==> src/rtl/alu_ctrl_pkg.sv <==
// rtl/alu_ctrl_pkg.sv - funct codes, ALU op encodings and sequencer state type
package alu_ctrl_pkg;

  localparam logic [5:0] FUNCT_ADD  = 6'h20;
  localparam logic [5:0] FUNCT_SUB  = 6'h22;
  localparam logic [5:0] FUNCT_AND  = 6'h24;
  localparam logic [5:0] FUNCT_OR   = 6'h25;
  localparam logic [5:0] FUNCT_XOR  = 6'h26;
  localparam logic [5:0] FUNCT_NOR  = 6'h27;
  localparam logic [5:0] FUNCT_NAND = 6'h28;
  localparam logic [5:0] FUNCT_SLT  = 6'h2A;

  localparam logic [3:0] ALU_M_OR   = 4'b0000;
  localparam logic [3:0] ALU_M_AND  = 4'b0001;
  localparam logic [3:0] ALU_M_XOR  = 4'b0010;
  localparam logic [3:0] ALU_M_ADD  = 4'b0011;
  localparam logic [3:0] ALU_M_NOR  = 4'b0100;
  localparam logic [3:0] ALU_M_NAND = 4'b0101;
  localparam logic [3:0] ALU_M_SLT  = 4'b0110;
  localparam logic [3:0] ALU_M_SUB  = 4'b0111;

  typedef enum logic [1:0] {IDLE, EXEC, RESP} state_t;

endpackage

==> src/rtl/alu_funct_decoder.sv <==
// rtl/alu_funct_decoder.sv - combinational R-type funct to ALU op select decode
module alu_funct_decoder
  import alu_ctrl_pkg::*;
(
  input  logic [5:0] funct,
  output logic [3:0] m,
  output logic       illegal
);

  always_comb begin
    m       = ALU_M_OR;
    illegal = 1'b0;
    case (funct)
      FUNCT_ADD:  m = ALU_M_ADD;
      FUNCT_SUB:  m = ALU_M_SUB;
      FUNCT_AND:  m = ALU_M_AND;
      FUNCT_OR:   m = ALU_M_OR;
      FUNCT_XOR:  m = ALU_M_XOR;
      FUNCT_NOR:  m = ALU_M_NOR;
      FUNCT_NAND: m = ALU_M_NAND;
      FUNCT_SLT:  m = ALU_M_SLT;
      default:    illegal = 1'b1;
    endcase
  end

endmodule

==> src/rtl/alu_op_sequencer.sv <==
// rtl/alu_op_sequencer.sv - request/response sequencer around a combinational ALU
// Optional status flags (rsp_zero, rsp_ovf) are enabled by ALU_STATUS_FLAGS_EN.
module alu_op_sequencer
  import alu_ctrl_pkg::*;
#(
  parameter int WIDTH   = 32,
  parameter int ALU_LAT = 1
) (
  input  logic             clk,
  input  logic             rst_n,
  input  logic             req_valid,
  output logic             req_ready,
  input  logic [5:0]       req_funct,
  input  logic [WIDTH-1:0] req_a,
  input  logic [WIDTH-1:0] req_b,
  output logic [WIDTH-1:0] alu_a,
  output logic [WIDTH-1:0] alu_b,
  output logic [3:0]       alu_m,
  input  logic [WIDTH-1:0] alu_result,
  output logic             rsp_valid,
  input  logic             rsp_ready,
  output logic [WIDTH-1:0] rsp_data,
  output logic             rsp_err
`ifdef ALU_STATUS_FLAGS_EN
  ,
  output logic             rsp_zero,
  output logic             rsp_ovf
`endif
);

  localparam int CNT_W = 4;

  state_t           state, state_nxt;
  logic [CNT_W-1:0] cnt;
  logic [3:0]       dec_m;
  logic             dec_illegal;
  logic             sample;

  alu_funct_decoder u_dec (
    .funct   (req_funct),
    .m       (dec_m),
    .illegal (dec_illegal)
  );

  assign sample = (state == EXEC) && (cnt == CNT_W'(1));

  always_ff @(posedge clk or negedge rst_n) begin
    if (!rst_n) state <= IDLE;
    else        state <= state_nxt;
  end

  always_comb begin
    state_nxt = state;
    req_ready = 1'b0;
    rsp_valid = 1'b0;
    case (state)
      IDLE: begin
        req_ready = 1'b1;
        if (req_valid) state_nxt = dec_illegal ? RESP : EXEC;
      end
      EXEC: if (sample) state_nxt = RESP;
      RESP: begin
        rsp_valid = 1'b1;
        if (rsp_ready) state_nxt = IDLE;
      end
      default: state_nxt = IDLE;
    endcase
  end

`ifdef ALU_STATUS_FLAGS_EN
  // Signed overflow from the latched operand signs and the sampled result sign.
  logic sa, sb, sr, ovf_now;
  assign sa = alu_a[WIDTH-1];
  assign sb = alu_b[WIDTH-1];
  assign sr = alu_result[WIDTH-1];
  always_comb begin
    ovf_now = 1'b0;
    if (alu_m == ALU_M_ADD)      ovf_now = (sa == sb) && (sr != sa);
    else if (alu_m == ALU_M_SUB) ovf_now = (sa != sb) && (sr != sa);
  end
`endif

  always_ff @(posedge clk or negedge rst_n) begin
    if (!rst_n) begin
      alu_a    <= '0;
      alu_b    <= '0;
      alu_m    <= 4'b0000;
      cnt      <= '0;
      rsp_data <= '0;
      rsp_err  <= 1'b0;
`ifdef ALU_STATUS_FLAGS_EN
      rsp_zero <= 1'b0;
      rsp_ovf  <= 1'b0;
`endif
    end else begin
      case (state)
        IDLE: begin
          if (req_valid) begin
            if (dec_illegal) begin
              rsp_data <= '0;
              rsp_err  <= 1'b1;
`ifdef ALU_STATUS_FLAGS_EN
              rsp_zero <= 1'b1;
              rsp_ovf  <= 1'b0;
`endif
            end else begin
              alu_a <= req_a;
              alu_b <= req_b;
              alu_m <= dec_m;
              cnt   <= CNT_W'(ALU_LAT);
            end
          end
        end
        EXEC: begin
          cnt <= cnt - CNT_W'(1);
          if (sample) begin
            rsp_data <= alu_result;
            rsp_err  <= 1'b0;
`ifdef ALU_STATUS_FLAGS_EN
            rsp_zero <= (alu_result == '0);
            rsp_ovf  <= ovf_now;
`endif
          end
        end
        default: ;
      endcase
    end
  end

endmodule

==> config.mk <==
export PLATFORM = sky130hd
export DESIGN_NAME = alu_op_sequencer
export DESIGN_NICKNAME = d
export VERILOG_FILES = /design/src/rtl/alu_ctrl_pkg.sv /design/src/rtl/alu_funct_decoder.sv /design/src/rtl/alu_op_sequencer.sv
export SDC_FILE = /design/constraint.sdc
export NUM_CORES = 1
export LEC_CHECK = 0
export ABC_CLOCK_PERIOD_IN_PS = 2600
export CORE_MARGIN = 1.5
export CORE_UTILIZATION = 32
export CTS_BUF_LIST = sky130_fd_sc_hd__clkbuf_8
export DETAILED_ROUTE_END_ITERATION = 6
export HOLD_SLACK_MARGIN = 0.03
export PLACE_DENSITY = 0.65
export REMOVE_ABC_BUFFERS = 1
export SLEW_MARGIN = 30
export SYNTH_ARGS = -nofsm -noshare
export SYNTH_HDL_FRONTEND = slang
export SYNTH_SLANG_ARGS = --single-unit
export TNS_END_PERCENT = 20
==> constraint.sdc <==
create_clock -name clk -period 2.6 [get_ports clk]
set_clock_uncertainty 0.1 [all_clocks]
set_input_delay 0.39 -clock clk [delete_from_list [all_inputs] [get_ports clk]]
set_output_delay 0.39 -clock clk [all_outputs]
set_load 0.05 [all_outputs]
==> Word level (Yosys, flattened, before mapping) <==
Cells that the tools add are included.
{ "totals": {"reg_bits": 107, "latchBits": 0, "ram_bits": 0, "rom_bits": 0, "input_bits": 106, "out_inout_bits": 103, "memories": 0} }
{ "classes": {"add_sub_neg": 1, "n_mul": 0, "n_div": 0, "magnitude_cmp": 0, "n_eq_ne": 16, "shifts": 0, "muxes": 19, "bitwise_logic": 0, "reduce_logical": 8} }
{ "op_table": {"columns": ["operator", "count"], "rows": [
  ["2-to-1 mux 32 bit", 3],
  ["case mux 32 bit (2 select lines)", 1],
  ["== test 6 bit (second input constant)", 8],
  ["case mux 3 bit (7 select lines)", 1],
  ["!= test 2 bit (second input constant)", 5],
  ["AND reduction 3 bit", 3],
  ["2-to-1 mux 2 bit", 4],
  ["2-to-1 mux 4 bit", 2],
  ["case mux 4 bit (2 select lines)", 1],
  ["OR reduction 8 bit", 1],
  ["case mux 2 bit (3 select lines)", 1],
  ["2-to-1 mux 1 bit", 5],
  ["== test 4 x 1 -> 1 bit (second input constant)", 1],
  ["AND reduction 4 bit", 1],
  ["subtractor 4 x 1 -> 4 bit (second input constant)", 1],
  ["== test 2 x 1 -> 1 bit (second input constant)", 1],
  ["== test 2 bit (second input constant)", 1],
  ["zero test 2 bit", 1],
  ["case mux 1 bit (2 select lines)", 1],
  ["nonzero test 2 bit", 1],
  ["logical AND 1 bit", 1]
]} }

==> Longest topological paths before layout <==
Gate-level depths: netlist (run 1).
{ "logic_depth": {"depth_word": 5, "depth_mapped": 7} }

==> By module <==
A second synthesis (run 1) with hierarchy kept.
{ "unflattened": {"cells_unflattened": 328, "area_unflattened_um2": 4468.0} }
{ "modules_own_cells": {"columns": ["module", "n_inst", "cells_each", "area_per_inst_um2", "seq_area_each_um2"], "rows": [
  ["alu_op_sequencer", 1, 314, 4369.2, 2677.6],
  ["alu_funct_decoder", 1, 14, 98.8, 0.0]
]} }

==> Least setup slack after synthesis (run 1) <==
OpenSTA, ideal clock, no wires.
{ "synth_path": {"path_kind": "flip-flop to flip-flop", "from": "register state[1]", "to": "register rsp_data[10]", "setup_ps": 130, "t_arrival_ps": 2059, "required_ps": 2370, "path_slack_ps": 312, "path_stages_with_launch": 7, "n_path_buf": 3, "period_less_slack_ps": 2288, "cell_sequence": "dfrtp_1 > clkbuf_1 > nor2_1 > o211a_1 > buf_1 > clkbuf_1 > o2bb2ai_1"} }
{ "synth_between": {"elab_chain_len": 4, "elab_cells_between_ends": 9, "cone_classes": "eq/ne: 4; mux: 1; reduce/logical: 4"} }
{ "synth_rtl": {"columns": ["item", "line_no", "rtl"], "rows": [
  ["start, declared", "alu_op_sequencer.sv:33", "state_t state, state_nxt;"],
  ["start signal, assigned", "alu_op_sequencer.sv:49", "else state <= state_nxt;"],
  ["== test 2 x 1 -> 1 bit", "alu_op_sequencer.sv:45, alu_op_sequencer.sv:96", null],
  ["logical AND 1 bit", "alu_op_sequencer.sv:45", "assign sample = (state == EXEC) && (cnt == CNT_W'(1));"],
  ["!= test 2 bit (no line)", null, null],
  ["AND reduction 4 bit (no line)", null, null],
  ["end signal, assigned", "alu_op_sequencer.sv:117", "rsp_data <= alu_result;"],
  ["end, declared", "alu_op_sequencer.sv:22", "output logic [WIDTH-1:0] rsp_data,"]
]} }
Parallel ways exist; a longest one is shown, timed or not.
A chain may end at the register's enable or synchronous reset.

==> Worst setup path after layout (run 1) <==
{ "layout_path": {"from": "register state[1]", "to": "output port rsp_valid"} }
{ "layout_between": {"elab_chain_len": 2} }
{ "layout_rtl": {"columns": ["item", "line_no", "rtl"], "rows": [
  ["== test 2 bit", "alu_op_sequencer.sv:56", "case (state)"],
  ["2-to-1 mux 1 bit", "alu_op_sequencer.sv:56", null],
  ["end, declared", "alu_op_sequencer.sv:20", "output logic rsp_valid,"]
]} }
No other way between the ends.

==> impl_metrics.py, run 1 <==
metrics = {
    "outcome": {
        "status": "finished clean",
    },
    "place": {
        "dp.final_hpwl_um": 8184,
        "placed_cells": 682,
        "port_buffers": 207,
        "placed_cell_area_um2": 6723,
        "globalplace.congestion": 0.7294,
        "place_ws_ns": 0.07519,
    },
    "routing": {
        "first_iter_violations": 116,
        "wire_per_inst_um": 16.15,
        "via_count": 3280,
        "drt_wl_total_um": 11260,
        "dr.pass1.iters": 4,
        "viasPerCell": 4.706,
        "final_antenna_net_count": 0,
        "drc_errors": 0,
    },
    "critical_path": {
        "cpPeakStageDelay_ns": 0.83,
        "crit_fanout": 11,
        "cp-end-kind": "output pin",
        "crit_arrival_ns": 1.98,
        "crit_family": "buffers and inverters",
        "path_buf_inv": 1,
        "worst_setup_path_start_kind": "flip-flop",
        "r2r_cells": 6,
        "crit_type": "reg2out",
        "crit_required_ns": 2.11,
        "cpMaxStageDelayCell": "clkdlybuf4s50_1",
        "crit_chain": "nor2b_1 -> clkdlybuf4s50_1",
        "crit_cells": 2,
    },
    "global_route": {
        "grt_max_degree": 59,
        "grt_pass1_wl_um": 17550,
        "overflow": 0,
        "antenna_found_initial": 0,
        "grt_pass1_vias": 3340,
        "grtUsageTotal_pct": 15.53,
    },
    "synthesis": {
        "synth_area_um2": 4420,
        "synth_top_cell_by_area": "dfrtp_1",
        "synthAdderAreaFrac_pct": 0.7925,
        "yosys.area_share.simple_pct": 2.717,
        "avgSynthCellArea_um2": 14.26,
        "yosysWarnings": 0,
        "syn_inst": 310,
        "ys_ff_latch": 106,
        "ys_top_cells_by_area": "dfrtp_1 (60%), mux2_4 (10%), mux2_2 (9.4%)",
        "synth_top_area_share_pct": 60.01,
        "yosysUniqueCellTypes": 40,
        "synthMuxAreaShare_pct": 19.62,
        "synth_xor_area_share_pct": 0,
        "yosysSeqAreaShare_pct": 60.01,
        "synth_top_family_by_area": "multiplexers",
        "synth_compound_area_share_pct": 13.19,
    },
    "floorplanning": {
        "core-area_um2": 13350,
        "fp.dieH_um": 120.5,
        "placementRows": 42,
        "die_area_um2": 14530,
        "pin_count": 209,
        "die_x_um": 120.5,
        "start_util_pct": 33.12,
    },
    "sta": {
        "slew_headroom_pct": 62.80,
        "finalMaxSlewViolations": 0,
        "rsz0062_at_grt": "false",
        "final-setup-viol-count": 0,
        "period_minus_slack_ns": 2.466,
        "period_share_pct": 94.83,
        "fmax_mhz": 405.6,
        "finalHoldViolCount": 0,
        "setup_slack_ns": 0.1344,
        "worst-slew-pin-transition_ns": 0.5562,
    },
    "power_and_ir_drop": {
        "swShare_pct": 44.02,
        "p_int_uw": 4179,
        "pwr-share-clk_pct": 12.7,
        "pwr_density_cell_nw_per_um2": 1081,
        "switchingPower_uw": 3287,
        "pwr-share-seq_pct": 33.6,
        "vdd_drop_max_uv": 755.0,
        "p_leak_uw": 0.002978,
        "pwr-share-comb_pct": 53.7,
    },
    "clocking": {
        "cts_resized": 0,
        "cts.sinks": 106,
        "hold_buffers": 1,
        "cts_buffers": 9,
        "clockBufferDepth": 2,
        "htree_levels": 3,
        "cts_setup_buffers": 0,
        "root_buffer": "clkbuf_8",
        "worst_skew_pair.late_latency_ns": 0.36,
        "cts_tree": "done",
        "cts.reportedPaths.clkPinSlew_ns": 0.10,
    },
    "final_layout": {
        "design_area_um2": 6907,
        "n_antenna_cell": 0,
        "drive_gt1_share_pct": 19.39,
        "layout.nets": 626,
        "layout_common_cells": "clkdlybuf4s50_1 (206), dfrtp_1 (106), mux2_2 (37)",
        "area_growth_pct": 56.24,
        "layout.cells.most_common": "clkdlybuf4s50_1",
        "fin_util_pct": 51.74,
        "finalNonFillerCells": 697,
    },
    "worst_hold_path": {
        "hold_path.class": "in2async",
    },
    "run": {
        "maxCapViolations": 0,
    },
}
## cells by family after synthesis
family                     after synthesis
DFF                                    106
AOI/OAI and AO/OA                       82
muxes                                   67
buffers and inverters                   30
and+or+nand+nor                         21
adders and majority gates                3
other                                    1
## area by class of cell
cell class                      count  area [µm²]
Clock buffer                        9       123.9
Tap cell                          176       220.2
Timing Repair Buffer              223        2230
Inverter                            4       15.01
Fill cell                        1182        6441
Clock inverter                      5       50.05
Sequential cell                   106        2653
Multi-Input combinational cell    174        1615
## state kept, by name, summed over array words and instances, names as in the netlist
name	flops
cnt	4
alu_m	3
rsp_data	32
state	2
rsp_err	1
alu_b	32
alu_a	32
## cells in the mapped netlist, drive strengths merged
cell type	instances
nand2b	2
mux2	67
o22a	1
nand3	1
o311ai	2
nor2b	3
a211o	1
o21ai	35
conb	1
or3b	1
a21bo	1
buf	9
o21ba	1
nand3b	1
or2	1
o31a	1
o211a	1
or3	1
o2bb2ai	32
a211oi	2
clkbuf	17
o41ai	1
nand4b	1
nor3	1
inv	4
nand2	4
ha	2
maj3	1
a21o	2
o31ai	2
dfrtp	106
nor2	3
or4	1
nor3b	1
## power by group through the flow
stage / sequential (µW) / combinational [µW] / clock, µW
2_1_floorplan: 4290 / 784 / 0
3_3_place_gp: 2520 / 4000 / 0
3_5_place_dp: 2530 / 4040 / 0
4_1_cts: 2510 / 4040 / 999
5_1_grt: 2590 / 4160 / 1060
6_report: 2510 / 4010 / 948
## through the flow
step | setup TNS [ns] | total power, µW | hold slack, ns
global route | 0 | 7817 | 0.2978
global placement | 0 | 6520 | 0.1523
CTS | 0 | 7555 | 0.2654
detailed placement | 0 | 6565 | 0.1500
finish | 0 | 7466 | 0.3004
floorplan | -35.67 | 5078 | -0.005591
## final timing paths
kind,startpoint,end,slack (ns)
hold / removal,rst_n,rsp_data[2],0.30
setup reg to reg,cnt[1],rsp_data[6],0.58
max in group asynchronous,rst_n,rsp_data[24],1.37
setup / recovery,state[1],rsp_valid,0.13
min in group clk,alu_m[2],alu_m[2],0.41
hold reg to reg,alu_m[2],alu_m[2],0.41
## layer usage
metal | global-route usage, % | vias to the layer above | part of all wire [%]
met5 | 0 | - | 0
met4 | 6.176 | 0 | 2.2
met3 | 4.811 | 16 | 6.5
met2 | 25.18 | 114 | 49
met1 | 19.35 | 1612 | 42
li1 | - | 1538 | -
Power figures use the tool's default switching activity.
==> inputs of run 2 (changes only) <==
ABC_CLOCK_PERIOD_IN_PS = default   (was 2600)
CTS_CLUSTER_DIAMETER = 150   (was default)
==> results of run 2 <==
Final layout, timing and power as in run 1 (identical DEF).
